File: src/rtl/seven_seg_pkg.sv
// Shared constants for the seven-segment capture path: active-low {g..a} digit patterns,
// digit count and the frame FSM state type.
package seven_seg_pkg;

  localparam int unsigned NUM_DIGITS = 4;

  localparam logic [6:0] SEG_0     = 7'b1000000;
  localparam logic [6:0] SEG_1     = 7'b1111001;
  localparam logic [6:0] SEG_2     = 7'b0100100;
  localparam logic [6:0] SEG_3     = 7'b0110000;
  localparam logic [6:0] SEG_4     = 7'b0011001;
  localparam logic [6:0] SEG_5     = 7'b0010010;
  localparam logic [6:0] SEG_6     = 7'b0000010;
  localparam logic [6:0] SEG_7     = 7'b1111000;
  localparam logic [6:0] SEG_8     = 7'b0000000;
  localparam logic [6:0] SEG_9     = 7'b0010000;
  localparam logic [6:0] SEG_BLANK = 7'b1111111;

  typedef enum logic [1:0] {
    StCollect,
    StConvert,
    StDone
  } cap_state_e;

endpackage

File: src/rtl/seven_seg_digit_decode.sv
// Combinational active-low segment pattern to BCD decoder; blank reads as 0 without error,
// any other unknown pattern reads as 0 and raises invalid_o.
module seven_seg_digit_decode
  import seven_seg_pkg::*;
(
  input  logic [6:0] seg_i,
  output logic [3:0] bcd_o,
  output logic       invalid_o
);

  always_comb begin
    bcd_o     = 4'd0;
    invalid_o = 1'b0;
    case (seg_i)
      SEG_0:     bcd_o = 4'd0;
      SEG_1:     bcd_o = 4'd1;
      SEG_2:     bcd_o = 4'd2;
      SEG_3:     bcd_o = 4'd3;
      SEG_4:     bcd_o = 4'd4;
      SEG_5:     bcd_o = 4'd5;
      SEG_6:     bcd_o = 4'd6;
      SEG_7:     bcd_o = 4'd7;
      SEG_8:     bcd_o = 4'd8;
      SEG_9:     bcd_o = 4'd9;
      SEG_BLANK: bcd_o = 4'd0;
      default:   invalid_o = 1'b1;
    endcase
  end

endmodule

File: src/rtl/seven_seg_capture.sv
// Receive side of a 4-digit scanned seven-segment display: debounces each digit dwell, decodes
// it to BCD and converts a full frame to binary. Define SEG_CAPTURE_DP_EN to capture dp bits.
module seven_seg_capture
  import seven_seg_pkg::*;
#(
  parameter int unsigned STABLE_CYCLES = 4,
  parameter int unsigned VALUE_W       = 14
) (
  input  logic               clk,
  input  logic               reset,
  input  logic [6:0]         segmentDisplay,
  input  logic [3:0]         an,
  input  logic               dp,
  output logic [VALUE_W-1:0] value,
  output logic               valid,
  output logic               seg_err,
  output logic [3:0]         dp_pos
);

  localparam int unsigned     CntW   = $clog2(STABLE_CYCLES);
  localparam logic [CntW-1:0] CntMax = CntW'(STABLE_CYCLES - 1);

  logic [3:0]            an_q, an_prev_q;
  logic [6:0]            seg_q, seg_prev_q;
  logic [CntW-1:0]       cnt_q, cnt_d;
  logic                  captured_q, captured_d;
  logic [NUM_DIGITS-1:0] mask_q, mask_d, mask_w, cap_onehot;
  logic [3:0]            slot_q [NUM_DIGITS];
  logic [3:0]            slot_d [NUM_DIGITS];
  logic [3:0]            slot_w [NUM_DIGITS];
  logic [3:0]            snap_slot_q [NUM_DIGITS];
  logic [3:0]            snap_slot_d [NUM_DIGITS];
  logic                  err_q, err_d, err_w, snap_err_q, snap_err_d;
  cap_state_e            state_q, state_d;
  logic [1:0]            step_q, step_d, conv_idx;
  logic [VALUE_W-1:0]    acc_q, acc_d, value_q, value_d;
  logic                  valid_q, valid_d, seg_err_q, seg_err_d;
  logic                  legal, same, capture, snap_held, snap_new;
  logic [1:0]            idx;
  logic [3:0]            dec_bcd;
  logic                  dec_invalid;

  seven_seg_digit_decode u_decode (
    .seg_i     (seg_q),
    .bcd_o     (dec_bcd),
    .invalid_o (dec_invalid)
  );

  always_comb begin
    legal = 1'b1;
    idx   = 2'd0;
    case (an_q)
      4'b1110: idx = 2'd0;
      4'b1101: idx = 2'd1;
      4'b1011: idx = 2'd2;
      4'b0111: idx = 2'd3;
      default: legal = 1'b0;
    endcase
  end

  assign same = legal && (an_q == an_prev_q) && (seg_q == seg_prev_q);

  // The captured flag makes a long dwell produce exactly one capture.
  always_comb begin
    cnt_d      = '0;
    captured_d = 1'b0;
    capture    = 1'b0;
    if (same) begin
      cnt_d      = (cnt_q == CntMax) ? cnt_q : cnt_q + 1'b1;
      capture    = !captured_q && (cnt_d == CntMax);
      captured_d = captured_q | capture;
    end
  end

  always_comb begin
    slot_w     = slot_q;
    cap_onehot = '0;
    if (capture) begin
      slot_w[idx]     = dec_bcd;
      cap_onehot[idx] = 1'b1;
    end
    err_w  = err_q | (capture & dec_invalid);
    mask_w = mask_q | cap_onehot;
    // snap_held covers a frame that filled up while the converter was still busy.
    snap_held = (state_q == StCollect) && (mask_q == '1);
    snap_new  = (state_q == StCollect) && !snap_held && (mask_w == '1);
  end

  assign conv_idx = 2'd3 - step_q;

  always_comb begin
    state_d     = state_q;
    step_d      = step_q;
    acc_d       = acc_q;
    mask_d      = mask_w;
    err_d       = err_w;
    slot_d      = slot_w;
    snap_slot_d = snap_slot_q;
    snap_err_d  = snap_err_q;
    value_d     = value_q;
    seg_err_d   = seg_err_q;
    valid_d     = 1'b0;
    case (state_q)
      StCollect: begin
        if (snap_held) begin
          snap_slot_d = slot_q;
          snap_err_d  = err_q;
          mask_d      = cap_onehot;
          err_d       = capture & dec_invalid;
        end else if (snap_new) begin
          snap_slot_d = slot_w;
          snap_err_d  = err_w;
          mask_d      = '0;
          err_d       = 1'b0;
        end
        if (snap_held || snap_new) begin
          state_d = StConvert;
          step_d  = 2'd0;
          acc_d   = '0;
        end
      end
      StConvert: begin
        acc_d  = (acc_q << 3) + (acc_q << 1) + VALUE_W'(snap_slot_q[conv_idx]);
        step_d = step_q + 2'd1;
        if (step_q == 2'd3) state_d = StDone;
      end
      StDone: begin
        value_d   = acc_q;
        seg_err_d = snap_err_q;
        valid_d   = 1'b1;
        state_d   = StCollect;
      end
      default: state_d = StCollect;
    endcase
  end

  always_ff @(posedge clk or posedge reset) begin
    if (reset) begin
      an_q        <= 4'hF;
      an_prev_q   <= 4'hF;
      seg_q       <= SEG_BLANK;
      seg_prev_q  <= SEG_BLANK;
      cnt_q       <= '0;
      captured_q  <= 1'b0;
      mask_q      <= '0;
      slot_q      <= '{default: '0};
      err_q       <= 1'b0;
      snap_slot_q <= '{default: '0};
      snap_err_q  <= 1'b0;
      state_q     <= StCollect;
      step_q      <= 2'd0;
      acc_q       <= '0;
      value_q     <= '0;
      seg_err_q   <= 1'b0;
      valid_q     <= 1'b0;
    end else begin
      an_q        <= an;
      an_prev_q   <= an_q;
      seg_q       <= segmentDisplay;
      seg_prev_q  <= seg_q;
      cnt_q       <= cnt_d;
      captured_q  <= captured_d;
      mask_q      <= mask_d;
      slot_q      <= slot_d;
      err_q       <= err_d;
      snap_slot_q <= snap_slot_d;
      snap_err_q  <= snap_err_d;
      state_q     <= state_d;
      step_q      <= step_d;
      acc_q       <= acc_d;
      value_q     <= value_d;
      seg_err_q   <= seg_err_d;
      valid_q     <= valid_d;
    end
  end

  assign value   = value_q;
  assign valid   = valid_q;
  assign seg_err = seg_err_q;

`ifdef SEG_CAPTURE_DP_EN
  logic                  dp_q;
  logic [NUM_DIGITS-1:0] dpm_q, dpm_d, snap_dp_q, snap_dp_d, dp_pos_q, dp_pos_d;

  // Slots are rewritten every frame, so the per-digit dp bits never need clearing.
  always_comb begin
    dpm_d = dpm_q;
    if (capture) dpm_d[idx] = ~dp_q;
    snap_dp_d = snap_dp_q;
    if (snap_held)     snap_dp_d = dpm_q;
    else if (snap_new) snap_dp_d = dpm_d;
    dp_pos_d = (state_q == StDone) ? snap_dp_q : dp_pos_q;
  end

  always_ff @(posedge clk or posedge reset) begin
    if (reset) begin
      dp_q      <= 1'b1;
      dpm_q     <= '0;
      snap_dp_q <= '0;
      dp_pos_q  <= '0;
    end else begin
      dp_q      <= dp;
      dpm_q     <= dpm_d;
      snap_dp_q <= snap_dp_d;
      dp_pos_q  <= dp_pos_d;
    end
  end

  assign dp_pos = dp_pos_q;
`else
  logic unused_dp;
  assign unused_dp = dp;
  assign dp_pos    = 4'b0000;
`endif

endmodule

File: config.mk
export PLATFORM = sky130hd
export DESIGN_NAME = seven_seg_capture
export DESIGN_NICKNAME = d
export VERILOG_FILES = /design/src/rtl/seven_seg_pkg.sv /design/src/rtl/seven_seg_digit_decode.sv /design/src/rtl/seven_seg_capture.sv
export SDC_FILE = /design/constraint.sdc
export NUM_CORES = 1
export LEC_CHECK = 0
export CAP_MARGIN = 20
export CORE_MARGIN = 4
export CORE_UTILIZATION = 40
export CTS_CLUSTER_SIZE = 12
export DETAILED_ROUTE_END_ITERATION = 8
export REMOVE_ABC_BUFFERS = 1
export SYNTH_ARGS = -nofsm -noshare
export SYNTH_HDL_FRONTEND = slang
export SYNTH_SLANG_ARGS = --single-unit
File: constraint.sdc
create_clock -name clk -period 5.5 [get_ports clk]
set_input_delay 1.1 -clock clk [delete_from_list [all_inputs] [get_ports clk]]
set_output_delay 1.1 -clock clk [all_outputs]
set_load 0.02 [all_outputs]
==> flow_metrics.env, run 1 <==
export IMPL_area_delta_synth_final_pct=12.3
export IMPL_synth_edf_count=0
export IMPL_clock_root_buffer="clkbuf_16"
export IMPL_min_period_ns=3.44
export IMPL_worstSetupEndpointType="flip-flop"
export IMPL_drive_above_1_share_pct=14.5
export IMPL_cts_buffer_depth=2
export IMPL_ys_ff_latch=97
export IMPL_ff2ff_path_depth=7
export IMPL_maxCapViolCount=0
export IMPL_cp_required_ns=5.74
export IMPL_grt_overflow_total=0
export IMPL_ys_async_sr_fraction_pct=100
export IMPL_ys_warn_count=0
export IMPL_initial_core_util_pct=41.0
export IMPL_finalNonFillerCells=688
export IMPL_final_period_utilization_pct=62.6
export IMPL_gr_max_usage_layer="met2"
export IMPL_finClkSkew_ns=0.00774
export IMPL_rsz0062_at_grt="false"
export IMPL_clk_latency_ns=0.35
export IMPL_p_leak_nw=2.56
export IMPL_finalPower_w=0.00140
export IMPL_crit_type="flip-flop to flip-flop"
export IMPL_clkTransAtPathRegs_ns=0.07
export IMPL_status="complete, no violations"
export IMPL_place_congestion=0.857
export IMPL_start_kind="flip-flop"
export IMPL_finalSetupViolCount=0
export IMPL_antenna_cells=0
export IMPL_use_met2_pct=25.0
export IMPL_use_met1_pct=18.9
export IMPL_htreeDepth=3
export IMPL_first_pass_iters=4
export IMPL_yosysTopAreaCell="dfrtp_1"
export IMPL_synth_area_mm2=0.00520
export IMPL_finalHoldViolations=0
export IMPL_ios=34
export IMPL_grt_max_degree=62
export IMPL_timing_rr_end="snap_slot_q[9]$_DFFE_PP0P_"
export IMPL_fmax_mhz=290
export IMPL_dieArea_mm2=0.0149
export IMPL_hp_class="flip-flop to flip-flop"
export IMPL_yosysTopAreaCellShare_pct=36.1
export IMPL_vias=3598
export IMPL_drt_iter0_drc=222
export IMPL_seq_area_frac_synth_pct=47.2
export IMPL_critPathArrivalTime_ns=3.68
export IMPL_hold_end="seg_prev_q[0]$_DFF_PP1_"
export IMPL_n_fill_cell=1216
export IMPL_p_per_area_mw_per_mm2=240
export IMPL_ctsHoldBuffers=0
export IMPL_synthFlopType="dfrtp_1"
export IMPL_gr_usage_met3_pct=4.22
export IMPL_grt_pass1_wl_um=17700
export IMPL_fin_nets=550
export IMPL_wl_per_cell_um=14.6
export IMPL_avgSynthCellArea_um2=10.4
export IMPL_portBuffers=28
export IMPL_cp_max_fo=34
export IMPL_cts_sinks=97
export IMPL_tightest_slew_ns=0.996
export IMPL_postCtsSetupBuffers=0
export IMPL_min_from="seg_q[0]$_DFF_PP1_"
export IMPL_crit_path_start="seg_q[1]$_DFF_PP1_"
export IMPL_die_w_um=122
export IMPL_drt_antenna_violating_nets=0
export IMPL_ir_drop_uv=231
export IMPL_cts_tree="done"
export IMPL_rows=41
export IMPL_antenna_found_initial=0
export IMPL_chipHeight_um=122
export IMPL_synth_area_leaders="dfrtp_1, dfstp_2, ha_1"
export IMPL_synthTopCellsByCount="dfrtp_1, nand2_1, nor2_1"
export IMPL_tns_ns=0
export IMPL_dpl_hpwl_um=7210
export IMPL_drcViolationCount=0
export IMPL_cts_buffers=9
export IMPL_cts_repair_resized=0
export IMPL_wl_um=10100
export IMPL_min_path_cells=0
export IMPL_finalMaxSlewViolations=0
export IMPL_rrSetupSlack_ns=2.06
export IMPL_synth_most_common_cell="dfrtp_1"
export IMPL_post_drt_via_cell_ratio=5.23
export IMPL_dpl_cell_count=672
export IMPL_grt_total_usage_pct=15.0
export IMPL_reg2reg_from="seg_q[1]$_DFF_PP1_"
export IMPL_grt_pass1_vias=3641
export IMPL_syn_inst=499
export IMPL_relSlewSlack_pct=33.6
export IMPL_synthDistinctLibCells=60
export IMPL_core_mm2=0.0127
export IMPL_fin_util_pct=46.1
[flip-flops by register name (all words and copies together), names as in the netlist]
| name | count |
|---|---|
| slot_q | 16 |
| acc_q | 14 |
| snap_slot_q | 16 |
| value | 14 |
| an_q | 4 |
| valid | 1 |
| state_q | 2 |
| an_prev_q | 4 |
| err_q | 1 |
| cnt_q | 2 |
| mask_q | 4 |
| captured_q | 1 |
| seg_err | 1 |
| seg_prev_q | 7 |
| snap_err_q | 1 |
| step_q | 2 |
| seg_q | 7 |
[layer usage]
metal  wire (um)  vias up
met3         349       13
li1            -     1803
met5           0        -
met2        4860       53
met4         176        0
met1        4660     1729
[cell families after synthesis]
kind of cell | after synthesis | share of synthesized area (%)
AND/OR/NAND/NOR | 149 | 14.1
AO/OA/AOI/OAI | 111 | 14.4
flip-flops | 97 | 47.2
buffers and inverters | 55 | 5.00
multiplexers | 41 | 9.60
adder cells (fa/ha/maj) | 25 | 6.30
XOR/XNOR | 20 | 3.37
other | 1 | 0.0721
[metrics by stage]
stage                     cell area (um^2)  setup WS, ns  hold slack (ns)
after detailed placement              5560          2.10            0.415
after global placement                5560          2.15            0.415
final                                 5840          2.06            0.417
after floorplan                       5030          1.90            0.390
after CTS                             5840          2.08            0.415
after global routing                  5840          1.86            0.424
[layout by cell type (no fill, tap or decap), types with 8 or more instances in the layout]
cell,instances
xor2_1,14
dfrtp_1,75
o211ai_1,8
mux2i_1,15
nand2_1,48
nand3_1,10
clkdlybuf4s50_1,28
a21oi_1,13
ha_1,23
nor2_1,37
dfstp_2,22
a211oi_1,12
inv_1,21
o21ai_0,36
clkbuf_16,9
mux2_2,19
[worst max-delay path by stage]
stage | end | slack (ns) | cells after the start
after floorplan | acc_q[0]$_DFFE_PP0P_ | 1.90 | 1
after global placement | snap_slot_q[9]$_DFFE_PP0P_ | 2.15 | 7
after detailed placement | snap_slot_q[9]$_DFFE_PP0P_ | 2.10 | 7
after CTS | snap_slot_q[9]$_DFFE_PP0P_ | 2.08 | 7
after global routing | acc_q[10]$_DFFE_PP0P_ | 1.86 | 10
final | snap_slot_q[9]$_DFFE_PP0P_ | 2.06 | 7
[power by group]
part	switching [W]	internal [W]	leakage (nW)
combinational	0.0000313	0.0000203	1.13
sequential	0.0000148	0.000728	1.28
clock	0.000288	0.000317	0.145
[layout make-up]
cell class / instances / area (um^2) / share of cell area (%)
clock buffers: 9 / 225 / 3.86
clock inverters: 7 / 58.8 / 1.01
inverters: 22 / 85.1 / 1.46
multi-input cells: 350 / 2500 / 42.8
flip-flops and latches: 97 / 2450 / 42.0
well taps: 172 / 215 / 3.69
repair buffers: 31 / 303 / 5.19
[critical path: stages (launching register included)]
cell	delay, ns
dfstp_2	0.68
xor2_1	0.13
nor4_1	0.49
and4_1	0.73
o21ai_2	0.21
a211oi_4	0.26
buf_4	0.43
mux2_2	0.39
Power figures use the tool's default switching activity.
==> run 2: changes to the inputs <==
==> constraint.sdc (replaced) <==
create_clock -name clk -period 3.3 [get_ports clk]
set_input_delay 0.66 -clock clk [delete_from_list [all_inputs] [get_ports clk]]
set_output_delay 0.66 -clock clk [all_outputs]
set_load 0.02 [all_outputs]
==> run 2 against run 1 <==
Clock power grew 85%; core utilization up 1.2 points; worst hold slack gained 0.0092 ns; design area is 2.6% higher; die area unchanged; cell count is 1.7% higher; critical endpoint is now acc_q[10]$_DFFE_PP0P_; largest cell class unchanged; highest routed layer unchanged.
==> flow_metrics.env, run 2 (synthesis results as in run 1) <==
export IMPL_status="complete, no violations"
export IMPL_reg_largest_list="slot_q: 16 flops, snap_slot_q: 16 flops"
export IMPL_final_period_utilization_pct=94.3
export IMPL_finalNonFillerCells=700
export IMPL_grt_pass1_vias=3730
export IMPL_drive_above_1_share_pct=17.0
export IMPL_crit_type="flip-flop to flip-flop"
export IMPL_cts_repair_resized=0
export IMPL_area_delta_synth_final_pct=15.2
export IMPL_relSlewSlack_pct=35.2
export IMPL_chipHeight_um=122
export IMPL_crit_path_frequent_cell="ha_1"
export IMPL_hold_end="seg_prev_q[0]$_DFF_PP1_"
export IMPL_ios=34
export IMPL_hp_class="flip-flop to flip-flop"
export IMPL_critPathArrivalTime_ns=3.35
export IMPL_cts_tree="done"
export IMPL_ff2ff_path_depth=12
export IMPL_dpl_hpwl_um=7740
export IMPL_dpl_cell_count=684
export IMPL_portBuffers=28
export IMPL_worstSetupEndpointType="flip-flop"
export IMPL_place_congestion=0.884
export IMPL_finalSetupViolCount=0
export IMPL_min_path_cells=0
export IMPL_min_period_ns=3.11
export IMPL_grt_overflow_total=0
export IMPL_die_w_um=122
export IMPL_cts_buffer_depth=2
export IMPL_n_fill_cell=1218
export IMPL_grt_total_usage_pct=15.8
export IMPL_drt_antenna_violating_nets=0
export IMPL_postCtsSetupBuffers=0
export IMPL_maxCapViolCount=0
export IMPL_wl_per_cell_um=15.2
export IMPL_grt_max_degree=47
export IMPL_final_cell_mix="dfrtp_1, nand2_1, nor2_1"
export IMPL_first_pass_iters=4
export IMPL_slowest_delay_ns=0.49
export IMPL_rsz0062_at_grt="true"
export IMPL_finalMaxSlewViolations=0
export IMPL_fmax_mhz=321
export IMPL_cts_buffers=9
export IMPL_dieArea_mm2=0.0149
export IMPL_cts_sinks=97
export IMPL_cpMaxStageDelayCell="mux4_2"
export IMPL_clk_latency_ns=0.35
export IMPL_timing_rr_end="acc_q[10]$_DFFE_PP0P_"
export IMPL_tns_ns=0
export IMPL_initial_core_util_pct=41.0
export IMPL_drt_iter0_drc=214
export IMPL_cp_max_fo=4
export IMPL_p_per_area_mw_per_mm2=408
export IMPL_start_kind="flip-flop"
export IMPL_clkTransAtPathRegs_ns=0.06
export IMPL_p_leak_nw=2.63
export IMPL_htreeDepth=3
export IMPL_final_common_cell="dfrtp_1"
export IMPL_rows=41
export IMPL_drcViolationCount=0
export IMPL_fin_nets=562
export IMPL_finalHoldViolations=0
export IMPL_finClkSkew_ns=0.00517
export IMPL_finalPower_w=0.00245
export IMPL_antenna_cells=0
export IMPL_reg2reg_from="step_q[0]$_DFFE_PP0P_"
export IMPL_tightest_slew_ns=0.971
export IMPL_antenna_found_initial=0
export IMPL_core_mm2=0.0127
export IMPL_worstPathCellList="buf_4 -> mux4_2 -> ha_1 -> ha_1 -> inv_1 -> fa_1 -> nor2b_1 -> o31a_1 -> o211ai_1 -> a21boi_2 -> o21a_1 -> o32ai_1"
export IMPL_post_drt_via_cell_ratio=5.32
export IMPL_vias=3722
export IMPL_clock_root_buffer="clkbuf_16"
export IMPL_hold_ws_ns=0.427
export IMPL_cp_required_ns=3.54
export IMPL_ctsHoldBuffers=0
export IMPL_min_from="seg_q[0]$_DFF_PP1_"
export IMPL_ir_drop_uv=352
export IMPL_wl_um=10700
export IMPL_grt_pass1_wl_um=18500
export IMPL_rrSetupSlack_ns=0.19
[run 2: worst max-delay path by stage]
stage | startpoint | end | slack [ns] | depth (start not counted)
finish | step_q[0]$_DFFE_PP0P_ | acc_q[10]$_DFFE_PP0P_ | 0.19 | 12
floorplan | seg_q[1]$_DFF_PP1_ | snap_slot_q[10]$_DFFE_PP0P_ | -0.05 | 6
detailed placement | step_q[0]$_DFFE_PP0P_ | acc_q[10]$_DFFE_PP0P_ | 0.09 | 12
global route | step_q[0]$_DFFE_PP0P_ | acc_q[13]$_DFFE_PP0P_ | -0.002 | 11
global placement | step_q[0]$_DFFE_PP0P_ | acc_q[13]$_DFFE_PP0P_ | 0.13 | 11
CTS | step_q[0]$_DFFE_PP0P_ | acc_q[13]$_DFFE_PP0P_ | 0.07 | 11
[run 2: layer usage]
layer	vias up	track usage, %	share of wire, %
met4	0	5.81	2.0
met5	-	0	0
met2	60	27.0	50
met1	1822	19.3	44
li1	1823	-	-
met3	17	3.95	3.5
[run 2: through the flow]
| stage | setup WS, ns | util, % | area [um^2] |
|---|---|---|---|
| 2_1_floorplan | -0.0452 | - | 5030 |
| 3_3_place_gp | 0.126 | 44.7 | 5660 |
| 3_5_place_dp | 0.0885 | 44.7 | 5660 |
| 4_1_cts | 0.0682 | 47.2 | 5980 |
| 5_1_grt | -0.00234 | 47.3 | 5990 |
| 6_report | 0.187 | 47.3 | 5990 |
[run 2: critical path: cells and delay by family, from the launching register on]
| family | cells | cell delay (ns) |
|---|---|---|
| AOI/OAI and AO/OA | 5 | 1.10 |
| adders and majority gates | 3 | 0.71 |
| buffers and inverters | 2 | 0.22 |
| DFF | 1 | 0.41 |
| muxes | 1 | 0.49 |
| and+or+nand+nor | 1 | 0.07 |
[run 2: area by class of cell]
type	count	area, um^2	area share, %
repair buffers	43	405	6.77
multi-input cells	350	2510	41.9
clock buffers	11	243	4.05
well taps	172	215	3.59
inverters	22	85.1	1.42
flip-flops and latches	97	2460	41.0
clock inverters	5	78.8	1.32
[run 2: report_power, final]
group	internal [W]	switching, W	total, W
clock network	0.000683	0.000435	0.00112
logic	0.0000362	0.0000557	0.0000919
registers	0.00121	0.0000224	0.00124
total	0.00193	0.000513	0.00245
